--- config.mk ---
export PLATFORM = sky130hd
export DESIGN_NAME = pump_axi_bridge
export DESIGN_NICKNAME = d
export VERILOG_FILES = /design/src/rtl/pump_axi_bridge.sv
export SDC_FILE = /design/constraint.sdc
export NUM_CORES = 1
export LEC_CHECK = 0
export ABC_CLOCK_PERIOD_IN_PS = 5400
export CELL_PAD_IN_SITES_DETAIL_PLACEMENT = 1
export CELL_PAD_IN_SITES_GLOBAL_PLACEMENT = 1
export CORE_UTILIZATION = 35
export DETAILED_ROUTE_END_ITERATION = 12
export PLACE_DENSITY = 0.93
export SLEW_MARGIN = 20
export SYNTH_ARGS = -nofsm -noshare
export SYNTH_HDL_FRONTEND = slang
export SYNTH_SLANG_ARGS = --single-unit
--- constraint.sdc ---
create_clock -name clk -period 5.4 [get_ports clk]
set_input_delay 0.81 -clock clk [delete_from_list [all_inputs] [get_ports clk]]
set_output_delay 0.81 -clock clk [all_outputs]
set_load 0.1 [all_outputs]
--- src/rtl/pump_axi_bridge.sv ---
// Bridges pump rd_en/wr_en word requests onto an AXI4-Lite master port.
// One transaction in flight, one pending slot per direction, timeout and sticky errors.
module pump_axi_bridge #(
    parameter int          TIMEOUT_CYCLES = 1024,
    parameter logic [31:0] ERR_DATA       = 32'hDEAD_BEEF
) (
    input  logic        clk,
    input  logic        rst,
    input  logic        rd_en,
    input  logic [31:0] rd_addr,
    output logic        rd_valid,
    output logic [31:0] rd_data,
    output logic        rd_done,
    input  logic        wr_en,
    input  logic [31:0] wr_addr,
    input  logic [31:0] wr_data,
    output logic        wr_done,
    output logic [31:0] m_axi_araddr,
    output logic        m_axi_arvalid,
    output logic [2:0]  m_axi_arprot,
    input  logic        m_axi_arready,
    input  logic [31:0] m_axi_rdata,
    input  logic [1:0]  m_axi_rresp,
    input  logic        m_axi_rvalid,
    output logic        m_axi_rready,
    output logic [31:0] m_axi_awaddr,
    output logic        m_axi_awvalid,
    output logic [2:0]  m_axi_awprot,
    input  logic        m_axi_awready,
    output logic [31:0] m_axi_wdata,
    output logic [3:0]  m_axi_wstrb,
    output logic        m_axi_wvalid,
    input  logic        m_axi_wready,
    input  logic [1:0]  m_axi_bresp,
    input  logic        m_axi_bvalid,
    output logic        m_axi_bready,
    output logic        busy,
    output logic        err_resp,
    output logic        err_timeout,
    output logic        err_overflow,
    input  logic        err_clear
);

    typedef enum logic [2:0] {IDLE, RD_ADDR, RD_RESP, WR_REQ, WR_RESP} state_t;

    localparam logic [15:0] TO_LIMIT = 16'(TIMEOUT_CYCLES);

    state_t      state, state_nx;
    logic        rd_full, wr_full;
    logic [31:0] rd_slot_addr, wr_slot_addr, wr_slot_data;
    logic [31:0] txn_addr, txn_data;
    logic        aw_done, w_done;
    logic [15:0] cnt;

    logic timeout, to_fire, rd_to, wr_to;
    logic ar_hs, r_hs, aw_hs, w_hs, b_hs;
    logic take_rd, take_wr;

    assign ar_hs   = m_axi_arvalid && m_axi_arready;
    assign r_hs    = m_axi_rready && m_axi_rvalid;
    assign aw_hs   = m_axi_awvalid && m_axi_awready;
    assign w_hs    = m_axi_wvalid && m_axi_wready;
    assign b_hs    = m_axi_bready && m_axi_bvalid;
    assign take_rd = (state == IDLE) && rd_full;
    assign take_wr = (state == IDLE) && !rd_full && wr_full;

    assign timeout = (TIMEOUT_CYCLES != 0) && (state != IDLE) && (cnt == TO_LIMIT);
    // Only a timeout can send a non-IDLE state to IDLE without a final handshake.
    assign to_fire = timeout && (state_nx == IDLE) && !r_hs && !b_hs;
    assign rd_to   = to_fire && (state == RD_ADDR || state == RD_RESP);
    assign wr_to   = to_fire && (state == WR_REQ || state == WR_RESP);

    always_comb begin
        state_nx = state;
        unique case (state)
            IDLE: begin
                if (rd_full)      state_nx = RD_ADDR;
                else if (wr_full) state_nx = WR_REQ;
            end
            RD_ADDR: begin
                if (ar_hs)        state_nx = RD_RESP;
                else if (timeout) state_nx = IDLE;
            end
            RD_RESP: begin
                if (r_hs || timeout) state_nx = IDLE;
            end
            WR_REQ: begin
                if ((aw_done || aw_hs) && (w_done || w_hs)) state_nx = WR_RESP;
                else if (timeout)                           state_nx = IDLE;
            end
            WR_RESP: begin
                if (b_hs || timeout) state_nx = IDLE;
            end
            default: state_nx = IDLE;
        endcase
    end

    assign m_axi_araddr  = {txn_addr[31:2], 2'b00};
    assign m_axi_awaddr  = {txn_addr[31:2], 2'b00};
    assign m_axi_arprot  = 3'b000;
    assign m_axi_awprot  = 3'b000;
    assign m_axi_arvalid = (state == RD_ADDR);
    assign m_axi_rready  = (state == RD_RESP);
    assign m_axi_awvalid = (state == WR_REQ) && !aw_done;
    assign m_axi_wvalid  = (state == WR_REQ) && !w_done;
    assign m_axi_wdata   = txn_data;
    assign m_axi_wstrb   = {4{m_axi_wvalid}};
    assign m_axi_bready  = (state == WR_RESP);
    assign busy          = (state != IDLE) || rd_full || wr_full;

    always_ff @(posedge clk) begin
        if (rst) begin
            state        <= IDLE;
            cnt          <= '0;
            rd_full      <= 1'b0;
            wr_full      <= 1'b0;
            rd_slot_addr <= '0;
            wr_slot_addr <= '0;
            wr_slot_data <= '0;
            txn_addr     <= '0;
            txn_data     <= '0;
            aw_done      <= 1'b0;
            w_done       <= 1'b0;
            rd_valid     <= 1'b0;
            rd_done      <= 1'b0;
            rd_data      <= '0;
            wr_done      <= 1'b0;
            err_resp     <= 1'b0;
            err_timeout  <= 1'b0;
            err_overflow <= 1'b0;
        end else begin
            state <= state_nx;
            cnt   <= (state == IDLE || state_nx != state) ? 16'd0 : cnt + 16'd1;

            // A slot being drained this cycle may be refilled in the same cycle.
            if (rd_en && (!rd_full || take_rd)) begin
                rd_full      <= 1'b1;
                rd_slot_addr <= rd_addr;
            end else if (take_rd) begin
                rd_full <= 1'b0;
            end

            if (wr_en && (!wr_full || take_wr)) begin
                wr_full      <= 1'b1;
                wr_slot_addr <= wr_addr;
                wr_slot_data <= wr_data;
            end else if (take_wr) begin
                wr_full <= 1'b0;
            end

            if (take_rd) begin
                txn_addr <= rd_slot_addr;
            end else if (take_wr) begin
                txn_addr <= wr_slot_addr;
                txn_data <= wr_slot_data;
            end

            aw_done <= (state == WR_REQ && state_nx == WR_REQ) && (aw_done || aw_hs);
            w_done  <= (state == WR_REQ && state_nx == WR_REQ) && (w_done || w_hs);

            rd_done  <= r_hs || rd_to;
            rd_valid <= r_hs || rd_to;
            wr_done  <= b_hs || wr_to;
            if (r_hs)       rd_data <= m_axi_rdata;
            else if (rd_to) rd_data <= ERR_DATA;

            err_resp <= (err_resp && !err_clear)
                     || (r_hs && m_axi_rresp != 2'b00)
                     || (b_hs && m_axi_bresp != 2'b00);
            err_timeout <= (err_timeout && !err_clear) || to_fire;
            err_overflow <= (err_overflow && !err_clear)
                         || (rd_en && rd_full && !take_rd)
                         || (wr_en && wr_full && !take_wr);
        end
    end

endmodule
* Yosys cells after proc, flatten, opt, wreduce, memory -nomap -nowiden
Index checks and enable logic that the tools add are counted.
Widths: inputs -> output; s select.
** Storage, ports and cells
- Bits in registers :: 220
- Word-level logic and storage cells :: 111
** Cells by class
- Add/subtract/negate cells :: 1
- Equality and inequality tests :: 7
- Mux-type cells :: 16
- Bitwise gates (word level) :: 1
- Reduce and logical (&&, ||, !) cells :: 69
** Operators with widths (count)
- $mux 32 :: 4
- $logic_and 1x1->1 :: 31
- $mux 3 :: 7
- $logic_or 1x1->1 :: 18
- $add 16x1->16 const B :: 1
- $eq 16x11->1 const B :: 1
- $pmux 3 s5 :: 1
- $reduce_bool 2->1 :: 6
- $eq 3x2->1 const B :: 3
- $logic_not 1->1 :: 9
- $logic_not 3->1 :: 2
- $mux 1 :: 4
- $eq 3x1->1 const B :: 1
- $eq 3x3->1 const B :: 1
- $ne 3x3->1 :: 1
- $reduce_bool 3->1 :: 1
- $reduce_and 2->1 :: 1
- $reduce_or 2->1 :: 1
- $not 1->1 :: 1

* Logic depth before layout (Yosys ltp)
- Depth in word-level cells :: 14
- Mapped depth :: 8
- Depth with buffers taken out :: 6

* Worst setup path after synthesis
No wires, ideal clock.
- Kind :: flip-flop to output port
- From :: register state[0]
- To :: output port m_axi_wstrb[0]
- Arrival :: 2683 ps
- Path slack :: 1907 ps
- Stages on the path, launching flop included :: 5
- Buffers on the path :: 2
- Cells stage by stage :: dfxtp_1 > clkbuf_1 > nand3b_1 > nor2_1 > buf_4
** On the way
- Word-level cells in the longest chain between the ends :: 2
** RTL lines
- start: declaration :: RTL line 48 : state_t state, state_nx;
- start signal: assignment :: RTL line 132 : state <= state_nx;
- $eq 3x2->1 :: RTL line 105 : assign m_axi_wvalid = (state == WR_REQ) && !w_done;
- $logic_and 1x1->1 :: RTL line 105
- end: declaration :: RTL line 31 : output logic [3:0] m_axi_wstrb,
No other way between the ends.

* Worst setup path in the final report
- From :: register state[2]
- To :: output port busy
** On the way
- Word-level cells in the longest chain between the ends :: 3
** RTL lines
- $reduce_bool 3->1 :: RTL line 109 : assign busy = (state != IDLE) || rd_full || wr_full;
- $logic_or 1x1->1 (2 in a row) :: RTL line 109
- end: declaration :: RTL line 37 : output logic busy,
No other way between the ends.

==> out/qor.txt <==
Peak VDD IR: 232 uV
Largest family of logic cells by synthesized area: simple AND/OR/NAND/NOR gates
Clk sinks: 214
Vias: 8,578
Clk pwr share: 33.7%
Port Buffers: 277
Comb power frac: 29.6%
Final setup viols: 0
Pre-CTS setup slack: 1790 ps
Die height: 161 um
Routed wire length: 29,500 um
All-Layer GR Usage: 22.2%
Netlist cell types: 47
Layout cell share with drive strength beyond 1: 6.04%
Avg Inst Size Synth: 7.66 um2
Drt initial violations: 431
Number of vias per cell: 5.05
CTS Buf Count: 24
IO Count: 292
Initial antenna violation count: 2
Routed Antenna Nets: 0
Tightest Pin Transition: 1080 ps
DPL Wire Length: 19,300 um
Rel. slew slack: 27.7%
Synth Instances: 1,161
Core Footprint: 0.0246 mm2
CP Class: register to primary output
Data required time at the worst endpoint: 4590 ps
Die area: 0.0260 mm2
Max-Cap Viols: 0
First-pass iteration count of the detailed router: 4
Sum Neg Setup Slack: 0 ps
Seq/Total Area, Yosys: 48.2%
Pint: 3.01 mW
Critical path buffers and inverters: 1
Reg power frac: 36.7%
Synth Area in XOR/XNOR: 1.38%
Final hold violation count: 0
Deepest clock path buffer count: 3
CTS tree: built
Slowest CP cell: clkdlybuf4s50_1
Peak fanout along the critical path: 30
RD Place Congestion: 0.787
Worst-path cell chain: or3_2, or3_1, clkdlybuf4s50_1
Fin. max-slew vios: 0
Min Clock Period, post-route: 4150 ps
Post-layout instance area: 0.0123 mm2
Final Cycle Share: 76.9%
DRC viols: 0
Grt ovf: 0
Critical path arrival: 3340 ps
Pwr Density: 391 mW/mm2
First-pass GRT wire length: 46,600 um
Maximum clock frequency: 241 MHz
Starting density of the core: 36.1%
Post-DP Area: 0.0115 mm2
Layout area overhead: 38.5%
Post-CTS setup buffers: 0
Later-pin clock latency in the skew report: 510 ps
Sw Pwr: 1.80 mW
CTS-repair resized insts: 0
Row cnt: 57
Number of global-route vias before repair: 9,025
Count of hold buffers inserted by post-cts repair: 0
Fillers: 2,943
Hold crit path type: register to register
DR WL/cell: 17.4 um
Mux contribution to synthesized area: 0.113%
Compound-cell area share of the yosys netlist: 17.3%
Die Wd: 161 um
Root Buffer: clkbuf_16
Crit path largest cell delay: 1000 ps
Simple-Gate Fraction of Synth Area: 23.6%
Final setup margin: 1250 ps
Synth Area in Adders: 0.281%
Yosys reg bits: 214
CP endpoint kind: primary output
Clock Skews: 12.6 ps
Nets: 1,502
Cell area after synthesis: 0.00889 mm2
RSZ-0062 raised after global routing: false
Crit-path leading delay family: simple AND/OR/NAND/NOR gates
Number of synthesis warnings: 0
Status: complete, no violations
Pin count of the biggest net entering global routing: 93
Startpoint types: register
Static leakage: 4.51 nW
Clk slew on worst S/H paths: 60 ps
Sw Ratio: 37.5%
Htree depth: 1
==> per-stage QoR <==
step / std cells / util (%) / total power, mW / hold WS [ps]
finish: 1700 / 50.0 / 4.81 / 445
global placement: 1656 / 46.8 / 3.18 / 437
CTS: 1699 / 50.0 / 4.86 / 444
detailed placement: 1656 / 46.8 / 3.22 / 442
global route: 1700 / 50.0 / 5.01 / 467
floorplan: 1170 / - / 2.86 / 431
==> routing by layer <==
| metal | global-route usage, % | share of wire, % | vias to the layer above | wire (um) |
|---|---|---|---|---|
| met3 | 5.50 | 6.1 | 54 | 1810 |
| met4 | 7.38 | 3.1 | 2 | 910 |
| li1 | - | - | 4142 | - |
| met5 | 0 | 0.047 | - | 14 |
| met1 | 25.4 | 41 | 4123 | 12100 |
| met2 | 40.2 | 50 | 257 | 14700 |
==> final cells by class <==
class / count / area (um2) / share of cell area, %
Sequential cell: 214 / 4290 / 34.8
Multi-Input combinational cell: 797 / 3840 / 31.2
Antenna cell: 1 / 2.50 / 0.0203
Clock buffer: 33 / 706 / 5.73
Timing Repair Buffer: 289 / 2860 / 23.3
Inverter: 32 / 120 / 0.976
Clock inverter: 10 / 81.3 / 0.661
Tap cell: 324 / 405 / 3.29
==> registers in the layout (all words and copies together) (netlist names), 3 cells and up <==
signal	count
state	3
rd_data	32
wr_slot_data	32
m_axi_wdata	32
cnt	16
rd_slot_addr	30
wr_slot_addr	30
txn_addr	30
==> placed cells by master, fill, tap and decap left out, types with 2 or more instances in the layout <==
cell	synthesis	final
nand4_1	2	2
a211oi_2	19	19
nor4_1	3	3
o22ai_1	2	2
conb_1	1	10
nand2_1	272	271
xor2_1	8	8
o21bai_1	2	2
clkbuf_1	57	3
clkinv_2	0	7
or3_1	3	2
and4_1	2	2
a211oi_1	6	6
inv_1	32	32
dfxtp_2	0	2
or3b_2	2	2
clkbuf_8	0	5
nor2_1	208	208
a2111oi_0	29	29
nand2b_1	3	3
buf_4	45	12
o21ai_0	12	12
clkbuf_16	0	25
a21oi_1	169	169
a32oi_1	2	2
nor2b_1	2	2
nand3_1	8	8
xnor2_1	6	6
ha_1	2	2
dfxtp_1	214	212
clkdlybuf4s50_1	0	276
and3_1	7	7
==> worst register-to-register path: cells and delay by family, from the launching register on <==
family | cells | cell delay, ps
flops | 1 | 680
simple gates | 3 | 1390
buf+inv | 1 | 520
compound gates | 2 | 820
==> final timing paths <==
kind | from | endpoint | slack, ps | cells after the start
min | wr_slot_data[13] | m_axi_wdata[13] | 450 | 2
min reg2reg | wr_slot_data[13] | m_axi_wdata[13] | 450 | 2
max | state[2] | busy | 1250 | 3
max reg2reg | state[2] | rd_data[0] | 1890 | 6
==> cell usage after synthesis, drive strengths merged <==
library cell  count  area (um2)
and2              2        12.5
nor3              1        5.00
a31oi             1        6.26
xnor2             6        52.6
nand4bb           1        11.3
nor3b             2        20.0
a22oi             1        7.51
nor2b             2        12.5
ha                2        25.0
nor4b             1        8.76
a211oi           25         283
nand4             2        12.5
o31a              1        8.76
a32oi             2        17.5
and4              2        17.5
nand2           272        1020
or3               3        18.8
a221oi            1        8.76
conb              1        3.75
xor2              8        70.1
buf              70         478
dfxtp           214        4280
mux2i             1        10.0
o21bai            2        15.0
a2111oi          29         254
nor2            208         781
nand3b            1        7.51
inv              32         120
nor4              3        18.8
or3b              2        17.5
o221ai            1        8.76
nand2b            4        32.5
nand3             8        40.0
or2               1        6.26
and3              7        43.8
a21oi           169         846
nand4b            1        8.76
o22ai             2        12.5
a2bb2oi           1        8.76
o21ai            12        60.1
clkbuf           57         214
==> kinds of logic (layout without fill, tap and decap cells) <==
group,Yosys count,count (layout)
mux,1,1
flops,214,214
simple gates,523,523
fa+ha+maj,2,2
other cells,1,11
buf+inv,159,364
xor+xnor,14,14
compound gates,247,247
==> power groups by stage <==
stage               sequential [mW]  combinational [mW]  clock, mW
floorplan                      2.15               0.710          0
global placement               1.79                1.39          0
detailed placement             1.80                1.42          0
finish                         1.77                1.42       1.62
global route                   1.78                1.50       1.73
CTS                            1.77                1.43       1.66
Power figures use the tool's default switching activity.
